<file path="src/rtl/matmul_pkg.sv">
// Shared types and helpers for the parametrised matrix-multiply controller:
// FSM state encoding, index-width derivation and accumulator saturation.
package matmul_pkg;

    typedef enum logic [1:0] {
        ST_LOAD    = 2'd0,
        ST_COMPUTE = 2'd1,
        ST_DONE    = 2'd2
    } state_t;

    localparam int SAT_W = 64;

    // One spare code point above N*N-1 so out-of-range indices can be presented and rejected.
    function automatic int idx_width(input int n);
        return $clog2(n * n + 1);
    endfunction

    // Clamp an acc_w-bit accumulator (zero-extended into SAT_W bits) to data_w bits.
    function automatic logic [SAT_W-1:0] sat_to_data(
        input logic [SAT_W-1:0] acc,
        input int               acc_w,
        input int               data_w,
        input logic             is_signed
    );
        logic             neg;
        logic             ovf;
        logic [SAT_W-1:0] lim;
        logic [SAT_W-1:0] res;
        neg = acc[acc_w-1];
        ovf = 1'b0;
        for (int b = 0; b < SAT_W; b++) begin
            if (is_signed) begin
                if (b >= data_w - 1 && b < acc_w && acc[b] != neg) ovf = 1'b1;
            end else begin
                if (b >= data_w && b < acc_w && acc[b]) ovf = 1'b1;
            end
        end
        lim = SAT_W'(1) << (data_w - 1);
        if (!ovf)
            res = acc;
        else if (is_signed)
            res = neg ? lim : lim - SAT_W'(1);
        else
            res = (lim << 1) - SAT_W'(1);
        return res;
    endfunction

endpackage

</file>
<file path="src/rtl/matmul_ctrl_n_if.sv">
// Load / read-back bus between the host top level and the matrix controller.
interface matmul_ctrl_n_if #(
    parameter int N      = 2,
    parameter int DATA_W = 8
);
    import matmul_pkg::*;

    localparam int IDX_W = idx_width(N);

    logic              load_en;
    logic              load_sel_ab;
    logic [IDX_W-1:0]  load_index;
    logic [DATA_W-1:0] in_data;
    logic              signed_mode;
    logic              acc_mode;
    logic              output_en;
    logic [IDX_W-1:0]  output_sel;
    logic [DATA_W-1:0] out_data;
    logic              busy;
    logic              done;

    modport master (
        output load_en, load_sel_ab, load_index, in_data,
        output signed_mode, acc_mode, output_en, output_sel,
        input  out_data, busy, done
    );

    modport slave (
        input  load_en, load_sel_ab, load_index, in_data,
        input  signed_mode, acc_mode, output_en, output_sel,
        output out_data, busy, done
    );

endinterface

</file>
<file path="src/rtl/mac_unit.sv">
// Combinational extend-multiply-add; kept separate so a systolic array can replace it.
module mac_unit #(
    parameter int DATA_W = 8,
    parameter int ACC_W  = 20
) (
    input  logic [DATA_W-1:0] a,
    input  logic [DATA_W-1:0] b,
    input  logic [ACC_W-1:0]  base,
    input  logic              signed_mode,
    output logic [ACC_W-1:0]  sum
);
    logic [ACC_W-1:0] a_ext;
    logic [ACC_W-1:0] b_ext;

    assign a_ext = {{(ACC_W-DATA_W){signed_mode & a[DATA_W-1]}}, a};
    assign b_ext = {{(ACC_W-DATA_W){signed_mode & b[DATA_W-1]}}, b};
    // Product is taken modulo 2^ACC_W, which is exact after extension to ACC_W.
    assign sum   = base + a_ext * b_ext;

endmodule

</file>
<file path="src/rtl/matmul_ctrl_n.sv">
// N x N matrix controller: element-wise operand load, sequential MAC over i/j/k,
// saturated read-back of C with optional accumulation across runs.
module matmul_ctrl_n
    import matmul_pkg::*;
#(
    parameter int N      = 2,
    parameter int DATA_W = 8,
    parameter int ACC_W  = 20
) (
    input  logic           clk,
    input  logic           rst,
    matmul_ctrl_n_if.slave bus
);
    localparam int NN    = N * N;
    localparam int IDX_W = idx_width(N);
    localparam int AW    = $clog2(NN);
    localparam int CW    = $clog2(N);

    state_t            state_reg, state_next;
    logic [NN-1:0]     loaded_a_reg, loaded_a_next;
    logic [NN-1:0]     loaded_b_reg, loaded_b_next;
    logic              signed_reg, signed_next;
    logic              acc_mode_reg, acc_mode_next;
    logic [CW-1:0]     i_reg, i_next, j_reg, j_next, k_reg, k_next;
    logic [DATA_W-1:0] out_data_reg, out_data_next;

    logic [DATA_W-1:0] a_mem [NN];
    logic [DATA_W-1:0] b_mem [NN];
    logic [ACC_W-1:0]  c_mem [NN];

    logic              a_we, b_we, c_we;
    logic              load_ok, out_ok;
    logic [AW-1:0]     wr_addr, rd_addr;
    logic [AW-1:0]     a_addr, b_addr, c_addr;
    logic [ACC_W-1:0]  mac_base, mac_sum;

    assign load_ok = bus.load_index < IDX_W'(NN);
    assign out_ok  = bus.output_sel < IDX_W'(NN);
    assign wr_addr = bus.load_index[AW-1:0];
    assign rd_addr = bus.output_sel[AW-1:0];
    assign a_addr  = AW'(int'(i_reg) * N + int'(k_reg));
    assign b_addr  = AW'(int'(k_reg) * N + int'(j_reg));
    assign c_addr  = AW'(int'(i_reg) * N + int'(j_reg));

    // First k of a non-accumulating run starts from zero instead of the stored C.
    assign mac_base = (k_reg == '0 && !acc_mode_reg) ? '0 : c_mem[c_addr];

    mac_unit #(.DATA_W(DATA_W), .ACC_W(ACC_W)) u_mac (
        .a           (a_mem[a_addr]),
        .b           (b_mem[b_addr]),
        .base        (mac_base),
        .signed_mode (signed_reg),
        .sum         (mac_sum)
    );

    always_ff @(posedge clk) begin
        if (rst) begin
            state_reg    <= ST_LOAD;
            loaded_a_reg <= '0;
            loaded_b_reg <= '0;
            signed_reg   <= 1'b0;
            acc_mode_reg <= 1'b0;
            i_reg        <= '0;
            j_reg        <= '0;
            k_reg        <= '0;
            out_data_reg <= '0;
            for (int e = 0; e < NN; e++) begin
                a_mem[e] <= '0;
                b_mem[e] <= '0;
                c_mem[e] <= '0;
            end
        end else begin
            state_reg    <= state_next;
            loaded_a_reg <= loaded_a_next;
            loaded_b_reg <= loaded_b_next;
            signed_reg   <= signed_next;
            acc_mode_reg <= acc_mode_next;
            i_reg        <= i_next;
            j_reg        <= j_next;
            k_reg        <= k_next;
            out_data_reg <= out_data_next;
            if (a_we) a_mem[wr_addr] <= bus.in_data;
            if (b_we) b_mem[wr_addr] <= bus.in_data;
            if (c_we) c_mem[c_addr]  <= mac_sum;
        end
    end

    always_comb begin
        state_next    = state_reg;
        loaded_a_next = loaded_a_reg;
        loaded_b_next = loaded_b_reg;
        signed_next   = signed_reg;
        acc_mode_next = acc_mode_reg;
        i_next        = i_reg;
        j_next        = j_reg;
        k_next        = k_reg;
        out_data_next = out_data_reg;
        a_we          = 1'b0;
        b_we          = 1'b0;
        c_we          = 1'b0;

        case (state_reg)
            ST_LOAD: begin
                if (&loaded_a_reg && &loaded_b_reg) begin
                    state_next    = ST_COMPUTE;
                    signed_next   = bus.signed_mode;
                    acc_mode_next = bus.acc_mode;
                    loaded_a_next = '0;
                    loaded_b_next = '0;
                    i_next        = '0;
                    j_next        = '0;
                    k_next        = '0;
                end else if (bus.load_en && load_ok) begin
                    a_we = !bus.load_sel_ab;
                    b_we = bus.load_sel_ab;
                end
            end
            ST_COMPUTE: begin
                c_we = 1'b1;
                if (k_reg != CW'(N - 1)) begin
                    k_next = k_reg + CW'(1);
                end else begin
                    k_next = '0;
                    if (j_reg != CW'(N - 1)) begin
                        j_next = j_reg + CW'(1);
                    end else begin
                        j_next = '0;
                        if (i_reg != CW'(N - 1)) i_next = i_reg + CW'(1);
                        else state_next = ST_DONE;
                    end
                end
            end
            ST_DONE: begin
                if (bus.load_en) begin
                    state_next = ST_LOAD;
                    a_we = load_ok && !bus.load_sel_ab;
                    b_we = load_ok && bus.load_sel_ab;
                end
            end
            default: state_next = ST_LOAD;
        endcase

        if (a_we) loaded_a_next = loaded_a_reg | (NN'(1) << wr_addr);
        if (b_we) loaded_b_next = loaded_b_reg | (NN'(1) << wr_addr);

        if (state_reg != ST_COMPUTE && bus.output_en && out_ok)
            out_data_next = DATA_W'(sat_to_data(SAT_W'(c_mem[rd_addr]), ACC_W, DATA_W, signed_reg));
    end

    assign bus.out_data = out_data_reg;
    assign bus.busy     = (state_reg == ST_COMPUTE);
    assign bus.done     = (state_reg == ST_DONE);

endmodule

</file>
<file path="src/flat_wrapper.sv">
// flat-port wrapper written by rule: the top's interface ports become plain ports
module matmul_ctrl_n_flat import matmul_pkg::*;
#(
    parameter int N      = 2,
    parameter int DATA_W = 8,
    parameter int ACC_W  = 20
)
  (clk, rst, bus_load_en, bus_load_sel_ab, bus_load_index, bus_in_data, bus_signed_mode, bus_acc_mode, bus_output_en, bus_output_sel, bus_out_data, bus_busy, bus_done);
  matmul_ctrl_n_if #(.N(N), .DATA_W(DATA_W)) bus_i ();
  input  logic clk;
  input  logic rst;
  input wire logic [$bits(bus_i.load_en)-1:0] bus_load_en;
  input wire logic [$bits(bus_i.load_sel_ab)-1:0] bus_load_sel_ab;
  input wire logic [$bits(bus_i.load_index)-1:0] bus_load_index;
  input wire logic [$bits(bus_i.in_data)-1:0] bus_in_data;
  input wire logic [$bits(bus_i.signed_mode)-1:0] bus_signed_mode;
  input wire logic [$bits(bus_i.acc_mode)-1:0] bus_acc_mode;
  input wire logic [$bits(bus_i.output_en)-1:0] bus_output_en;
  input wire logic [$bits(bus_i.output_sel)-1:0] bus_output_sel;
  output wire logic [$bits(bus_i.out_data)-1:0] bus_out_data;
  output wire logic [$bits(bus_i.busy)-1:0] bus_busy;
  output wire logic [$bits(bus_i.done)-1:0] bus_done;
  assign bus_i.load_en = bus_load_en;
  assign bus_i.load_sel_ab = bus_load_sel_ab;
  assign bus_i.load_index = bus_load_index;
  assign bus_i.in_data = bus_in_data;
  assign bus_i.signed_mode = bus_signed_mode;
  assign bus_i.acc_mode = bus_acc_mode;
  assign bus_i.output_en = bus_output_en;
  assign bus_i.output_sel = bus_output_sel;
  assign bus_out_data = bus_i.out_data;
  assign bus_busy = bus_i.busy;
  assign bus_done = bus_i.done;
  matmul_ctrl_n #(.N(N), .DATA_W(DATA_W), .ACC_W(ACC_W)) u_core (.clk(clk), .rst(rst), .bus(bus_i));
endmodule
</file>
<file path="config.mk">
export PLATFORM = sky130hd
export DESIGN_NAME = matmul_ctrl_n_flat
export DESIGN_NICKNAME = d
export VERILOG_FILES = /design/src/rtl/matmul_pkg.sv /design/src/rtl/matmul_ctrl_n_if.sv /design/src/rtl/mac_unit.sv /design/src/rtl/matmul_ctrl_n.sv /design/src/flat_wrapper.sv
export SDC_FILE = /design/constraint.sdc
export NUM_CORES = 1
export LEC_CHECK = 0
export ABC_AREA = 1
export CORE_MARGIN = 5
export CORE_UTILIZATION = 45
export DETAILED_ROUTE_END_ITERATION = 12
export GPL_ROUTABILITY_DRIVEN = 0
export PLACE_DENSITY_LB_ADDON = 0.2
export SKIP_CTS_REPAIR_TIMING = 1
export SLEW_MARGIN = 10
export SYNTH_ARGS = -nofsm -noshare
export SYNTH_HDL_FRONTEND = slang
export SYNTH_SLANG_ARGS = --single-unit
</file>
<file path="constraint.sdc">
create_clock -name clk -period 9.3 [get_ports clk]
set_input_delay 1.395 -clock clk [delete_from_list [all_inputs] [get_ports clk]]
set_output_delay 1.395 -clock clk [all_outputs]
set_load 0.005 [all_outputs]
</file>
==> results of run 1 <==
[path summary, 6_finish.rpt]
check / from / end / slack [ps] / cells past startpoint
max: u_core.k_reg$_SDFFE_PP0P_ / u_core.c_mem[2][17]$_SDFFCE_PN0P_ / 1130 / 32
min: u_core.loaded_a_reg[0]$_SDFFE_PP0P_ / u_core.loaded_a_reg[0]$_SDFFE_PP0P_ / 480 / 2
max reg2reg: u_core.k_reg$_SDFFE_PP0P_ / u_core.c_mem[2][17]$_SDFFCE_PN0P_ / 1130 / 32
min reg2reg: u_core.loaded_a_reg[0]$_SDFFE_PP0P_ / u_core.loaded_a_reg[0]$_SDFFE_PP0P_ / 480 / 2
[cells in the mapped netlist (8+ instances only)]
| master | count | area, um^2 |
|---|---|---|
| o21ai_0 | 85 | 425 |
| xnor2_1 | 8 | 70.1 |
| a21oi_1 | 90 | 450 |
| inv_1 | 202 | 758 |
| nand3_1 | 72 | 360 |
| ha_1 | 56 | 701 |
| buf_2 | 22 | 110 |
| edfxtp_1 | 144 | 4320 |
| dfxtp_1 | 23 | 460 |
| nor2_1 | 304 | 1140 |
| a32oi_1 | 11 | 96.3 |
| clkbuf_1 | 17 | 63.8 |
| fa_1 | 72 | 1440 |
| xor2_1 | 10 | 87.6 |
| nand2_1 | 295 | 1110 |
| nor3_1 | 10 | 50.1 |
[cell type report]
cell class | count | area share
multi-input combinational | 1064 | 0.475
sequential | 167 | 0.359
inverter | 209 | 0.0588
tap | 341 | 0.0320
clock buffer | 17 | 0.0319
timing repair buffer | 43 | 0.0298
clock inverter | 15 | 0.0138
[metal layers]
layer,track usage,part of all wire
met3,0.0268,0.067
met1,0.307,0.44
met2,0.357,0.47
met5,0,0
met4,0.0633,0.014
[power by group through the flow]
stage,clock [mW],combinational [mW],sequential [mW]
3_3_place_gp,0,0.246,0.866
4_1_cts,0.751,0.250,0.849
2_1_floorplan,0,0.173,0.862
3_5_place_dp,0,0.249,0.866
5_1_grt,0.785,0.282,0.852
6_report,0.744,0.250,0.850
[worst min-delay path, delay by kind of cell, from the launching register on]
kind	cells	cell delay, ps
compound gates	1	60
flops	1	310
buf+inv	1	60
[cell families after synthesis]
kind of cell	Yosys count	share of synthesized area
adders and majority gates	128	0.177
and+or+nand+nor	706	0.234
DFF	167	0.396
buffers and inverters	255	0.0817
xor gates and xnor gates	18	0.0130
AOI/OAI and AO/OA	212	0.0985
==> summary.md, run 1 <==
| Metric | Value |
|---|---|
| Clk root buf | clkbuf_16 |
| Outcome | finished clean |
| Initial antenna violation count | 0 |
| Final period demand of the worst path | 8170 ps |
| Fin Hold WS | 480 ps |
| # Max-Cap Violations | 0 |
| Reg area | 4790 um^2 |
| Post-synth cell types | 40 |
| Flop pwr share | 0.461 |
| Asr flop ratio synth | 0 |
| Final Hold Viols | 0 |
| WP data required | 9490 ps |
| Unrepaired setup endpoints after global routing | false |
| Slowest stage delay, CP | 780 ps |
| Setup crit end kind | flip-flop |
| Clk network pwr share | 0.404 |
| Cell Area, Synth | 12100 um^2 |
| Largest net degree at the start of global routing | 48 |
| Final HPWL DP | 23.7 mm |
| Yosys reg bits | 167 |
| Via count | 10031 |
| Number of DRC markers in iteration 0 | 1011 |
| DR pass1 iterations | 6 |
| Crit Path Category | reg2reg |
| Cts bufs inserted | 17 |
| Number of global-route vias before repair | 9803 |
| Ratio of cells with drive above 1 in the final layout | 0.0442 |
| VDD IR max | 0.000120 V |
| Worst hold path class | reg2reg |
| Pwr Density | 138 nW/um^2 |
| Final core occ | 0.499 |
| Combined area of the multi-input logic cells | 6330 um^2 |
| Setup TNS | 0 ps |
| CP max-delay cell | dfxtp_1 |
| Placed instance count | 1824 |
| Fmax | 0.122 GHz |
| Rel. slew slack | 0.200 |
| Post-synth EDFFs | 144 |
| Dpl ws | 1170 ps |
| Die H | 174 um |
| CTS sink cnt | 167 |
| Delay-heaviest family, CP | adder cells |
| Area Overhead vs Synth | 10.3% |
| Nets | 1651 |
| H-tree depth | 4 |
| WL/cell | 17.8 um |
| Arrival time at the worst endpoint | 8360 ps |
| Die Area | 30300 um^2 |
| Final Max Slew Viols | 0 |
| Total power | 1.84 mW |
| Std-Cell Rows | 60 |
| Remaining antenna violation count | 0 |
| Cell Count, Final, Fillers Out | 1856 |
| Crit start category | flip-flop |
| Leak | 5.98 nW |
| Die W | 174 um |
| Worst-skew pair later-pin latency | 440 ps |
| First-pass GRT wire length | 52.3 mm |
| Syn Area/Cell | 8.14 um^2 |
| Initial core utilization | 0.453 |
| CTS tree | built |
| Vias per Instance | 5.40 |
| Tightest Pin Transition | 1200 ps |
| Post-route cell area | 13300 um^2 |
| Worst Path Buf+Inv | 7 |
| Global Route Usage Sum | 0.218 |
| Main synth FF type | edfxtp_1 |
| Net switching power | 0.532 mW |
| Worst-case clock buffer depth | 2 |
| Crit Path Max Fanout | 20 |
| Diode count | 0 |
| Largest regs | u_core.c_mem x80, u_core.a_mem x32, u_core.b_mem x32 |
| # setup viols final | 0 |
| Gr ovfl total | 0 |
| Most flops, register | u_core.c_mem |
| Routed WL | 33.0 mm |
| Logic pwr share | 0.135 |
| Fillers | 2530 |
| Post-Syn Nets | 1635 |
| Port Buf Inserts | 30 |
| Top-Level Pins | 31 |
| Sequential cell area fraction in the yosys report | 0.396 |
| Drt drc | 0 |
| Post-DP Area | 12700 um^2 |
| Max reg flops | 80 |
| Clock transition at the registers of the reported paths | 80 ps |
| Synth Instances | 1486 |
| Final Skew | 18.0 ps |
| Fin crit share | 0.879 |
| Most frequent cells in the layout | 303 x nor2_1, 295 x nand2_1, 202 x inv_1, 144 x edfxtp_1, 90 x a21oi_1 |
| Int Pwr | 1.31 mW |
| Commonest non-fill, non-tap cell in the layout | nor2_1 |
| Yosys warnings | 0 |
| Final worst setup slack | 1130 ps |
| CORE AREA | 26700 um^2 |
| Switching Share | 0.289 |
No activity file was read; power rests on OpenSTA's default activity.
==> run 2: changes to the inputs <==
REMOVE_ABC_BUFFERS = 1   (was unset)
==> summary.md, run 2 (synthesized netlist as in run 1, its figures left out) <==
| Metric | Value |
|---|---|
| Outcome | finished clean |
| Dpl ws | 1360 ps |
| Port Buf Inserts | 30 |
| Int Pwr | 1.32 mW |
| Via count | 9949 |
| H-tree depth | 4 |
| Worst-skew pair later-pin latency | 440 ps |
| FF-to-FF path depth | 31 |
| Drt drc | 0 |
| Clk root buf | clkbuf_16 |
| Fin Hold WS | 486 ps |
| Setup TNS | 0 ps |
| Hold Path Depth | 2 |
| Clock transition at the registers of the reported paths | 80 ps |
| Fmax | 0.126 GHz |
| # Max-Cap Violations | 0 |
| Initial antenna violation count | 0 |
| Final Hold Viols | 0 |
| WL/cell | 17.6 um |
| Vias per Instance | 5.35 |
| WP data required | 9480 ps |
| Flop pwr share | 0.458 |
| Slowest stage delay, CP | 560 ps |
| Most frequent cells in the layout | 303 x nor2_1, 295 x nand2_1, 202 x inv_1, 144 x edfxtp_1, 90 x a21oi_1 |
| Clk network pwr share | 0.408 |
| Crit start category | flip-flop |
| Worst hold start | u_core.loaded_a_reg[0]$_SDFFE_PP0P_ |
| Reg2reg end | u_core.c_mem[0][17]$_SDFFCE_PN0P_ |
| FF-to-FF setup slack | 1350 ps |
| First-pass GRT wire length | 51.5 mm |
| Arrival time at the worst endpoint | 8130 ps |
| Total power | 1.85 mW |
| Final period demand of the worst path | 7950 ps |
| CORE AREA | 26700 um^2 |
| Most flops, register | u_core.c_mem |
| Final HPWL DP | 23.5 mm |
| GRT busiest layer | met2 |
| # setup viols final | 0 |
| Diode count | 0 |
| Global Route Usage Sum | 0.215 |
| Die H | 174 um |
| Rel. slew slack | 0.229 |
| Number of DRC markers in iteration 0 | 1094 |
| Switching Share | 0.290 |
| Hold path endpoint | u_core.loaded_a_reg[0]$_SDFFE_PP0P_ |
| Commonest non-fill, non-tap cell in the layout | nor2_1 |
| Top-Level Pins | 31 |
| Crit Path Category | reg2reg |
| Die W | 174 um |
| Net switching power | 0.537 mW |
| Nets | 1653 |
| CTS tree | built |
| Cts bufs inserted | 17 |
| Leak | 6.00 nW |
| Met2 usage | 0.343 |
| Final worst setup slack | 1350 ps |
| Met1 Use GR | 0.305 |
| Fin crit share | 0.855 |
| DR pass1 iterations | 5 |
| Std-Cell Rows | 60 |
| Crit path from | u_core.k_reg$_SDFFE_PP0P_ |
| Gr ovfl total | 0 |
| Largest regs | u_core.c_mem x80, u_core.a_mem x32, u_core.b_mem x32 |
| Remaining antenna violation count | 0 |
| Number of global-route vias before repair | 9566 |
| Final Max Slew Viols | 0 |
| Reg-to-reg startpoint | u_core.k_reg$_SDFFE_PP0P_ |
| Crit Path Max Fanout | 23 |
| Worst hold path class | reg2reg |
| Die Area | 30300 um^2 |
| Max reg flops | 80 |
| Worst-case clock buffer depth | 2 |
| CP max-delay cell | fa_1 |
| Routed WL | 32.6 mm |
| CTS sink cnt | 167 |
| Initial core utilization | 0.453 |
| Ratio of cells with drive above 1 in the final layout | 0.0455 |
| Pwr Density | 139 nW/um^2 |
| Setup crit end kind | flip-flop |
| Unrepaired setup endpoints after global routing | false |
| VDD IR max | 0.000119 V |
| Post-DP Area | 12700 um^2 |
| Post-route cell area | 13400 um^2 |
| Logic pwr share | 0.134 |
| Area Overhead vs Synth | 10.4% |
| Crit path top cell by count | nand2_1 |
| Tightest Pin Transition | 1150 ps |
| M3 GR Usage | 0.0328 |
| Largest net degree at the start of global routing | 46 |
| Final Skew | 14.5 ps |
run 2: cell types whose count changed in the layout (fill, tap and decap cells not counted):
| cell | delta |
|---|---|
| clkinv_8 | -1 |
| buf_4 | +2 |
| o21ai_2 | +1 |
| inv_6 | -2 |
| clkinv_2 | -1 |
| inv_12 | +1 |
| o21ai_4 | -1 |
| inv_8 | +3 |
run 2: final cells by class:
| class | count | area [um^2] |
|---|---|---|
| clock buffers | 17 | 425 |
| clock inverters | 15 | 195 |
| fillers | 2562 | 13400 |
| inverters | 209 | 785 |
| multi-input cells | 1064 | 6330 |
| flip-flops and latches | 167 | 4790 |
| well taps | 341 | 427 |
| repair buffers | 45 | 413 |
run 2: worst max-delay path by stage:
| stage | slack, ps | cells after the start | end |
|---|---|---|---|
| floorplan | 1570 | 33 | u_core.c_mem[1][19]$_SDFFCE_PN0P_ |
| global placement | 1620 | 35 | u_core.c_mem[2][19]$_SDFFCE_PN0P_ |
| detailed placement | 1360 | 31 | u_core.c_mem[2][17]$_SDFFCE_PN0P_ |
| CTS | 1360 | 31 | u_core.c_mem[0][17]$_SDFFCE_PN0P_ |
| global route | 810 | 33 | u_core.c_mem[0][17]$_SDFFCE_PN0P_ |
| finish | 1350 | 31 | u_core.c_mem[0][17]$_SDFFCE_PN0P_ |
run 2: per-layer routing:
metal	share of wire	vias up	wire length (um)
met2	0.46	323	15100
met3	0.063	48	2050
li1	-	4846	-
met4	0.023	0	759
met1	0.45	4732	14700
met5	0	-	0
run 2: per-stage QoR:
stage | utilization | cells
finish | 0.500 | 1858
detailed placement | 0.477 | 1826
CTS | 0.500 | 1858
floorplan | - | 1440
global route | 0.500 | 1858
global placement | 0.477 | 1826
run 2: power by group through the flow:
stage               logic (mW)  clock network [mW]  registers, mW
CTS                      0.249               0.768          0.848
finish                   0.249               0.756          0.849
global placement         0.244                   0          0.865
floorplan                0.169                   0          0.862
detailed placement       0.247                   0          0.865
global route             0.283               0.797          0.851
run 2: worst max-delay path, delay by kind of cell, from the launching register on:
family | cells | cell delay (ps)
fa+ha+maj | 7 | 3290
xor+xnor | 1 | 260
buf+inv | 7 | 1580
compound gates | 4 | 610
simple gates | 12 | 1630
flops | 1 | 310
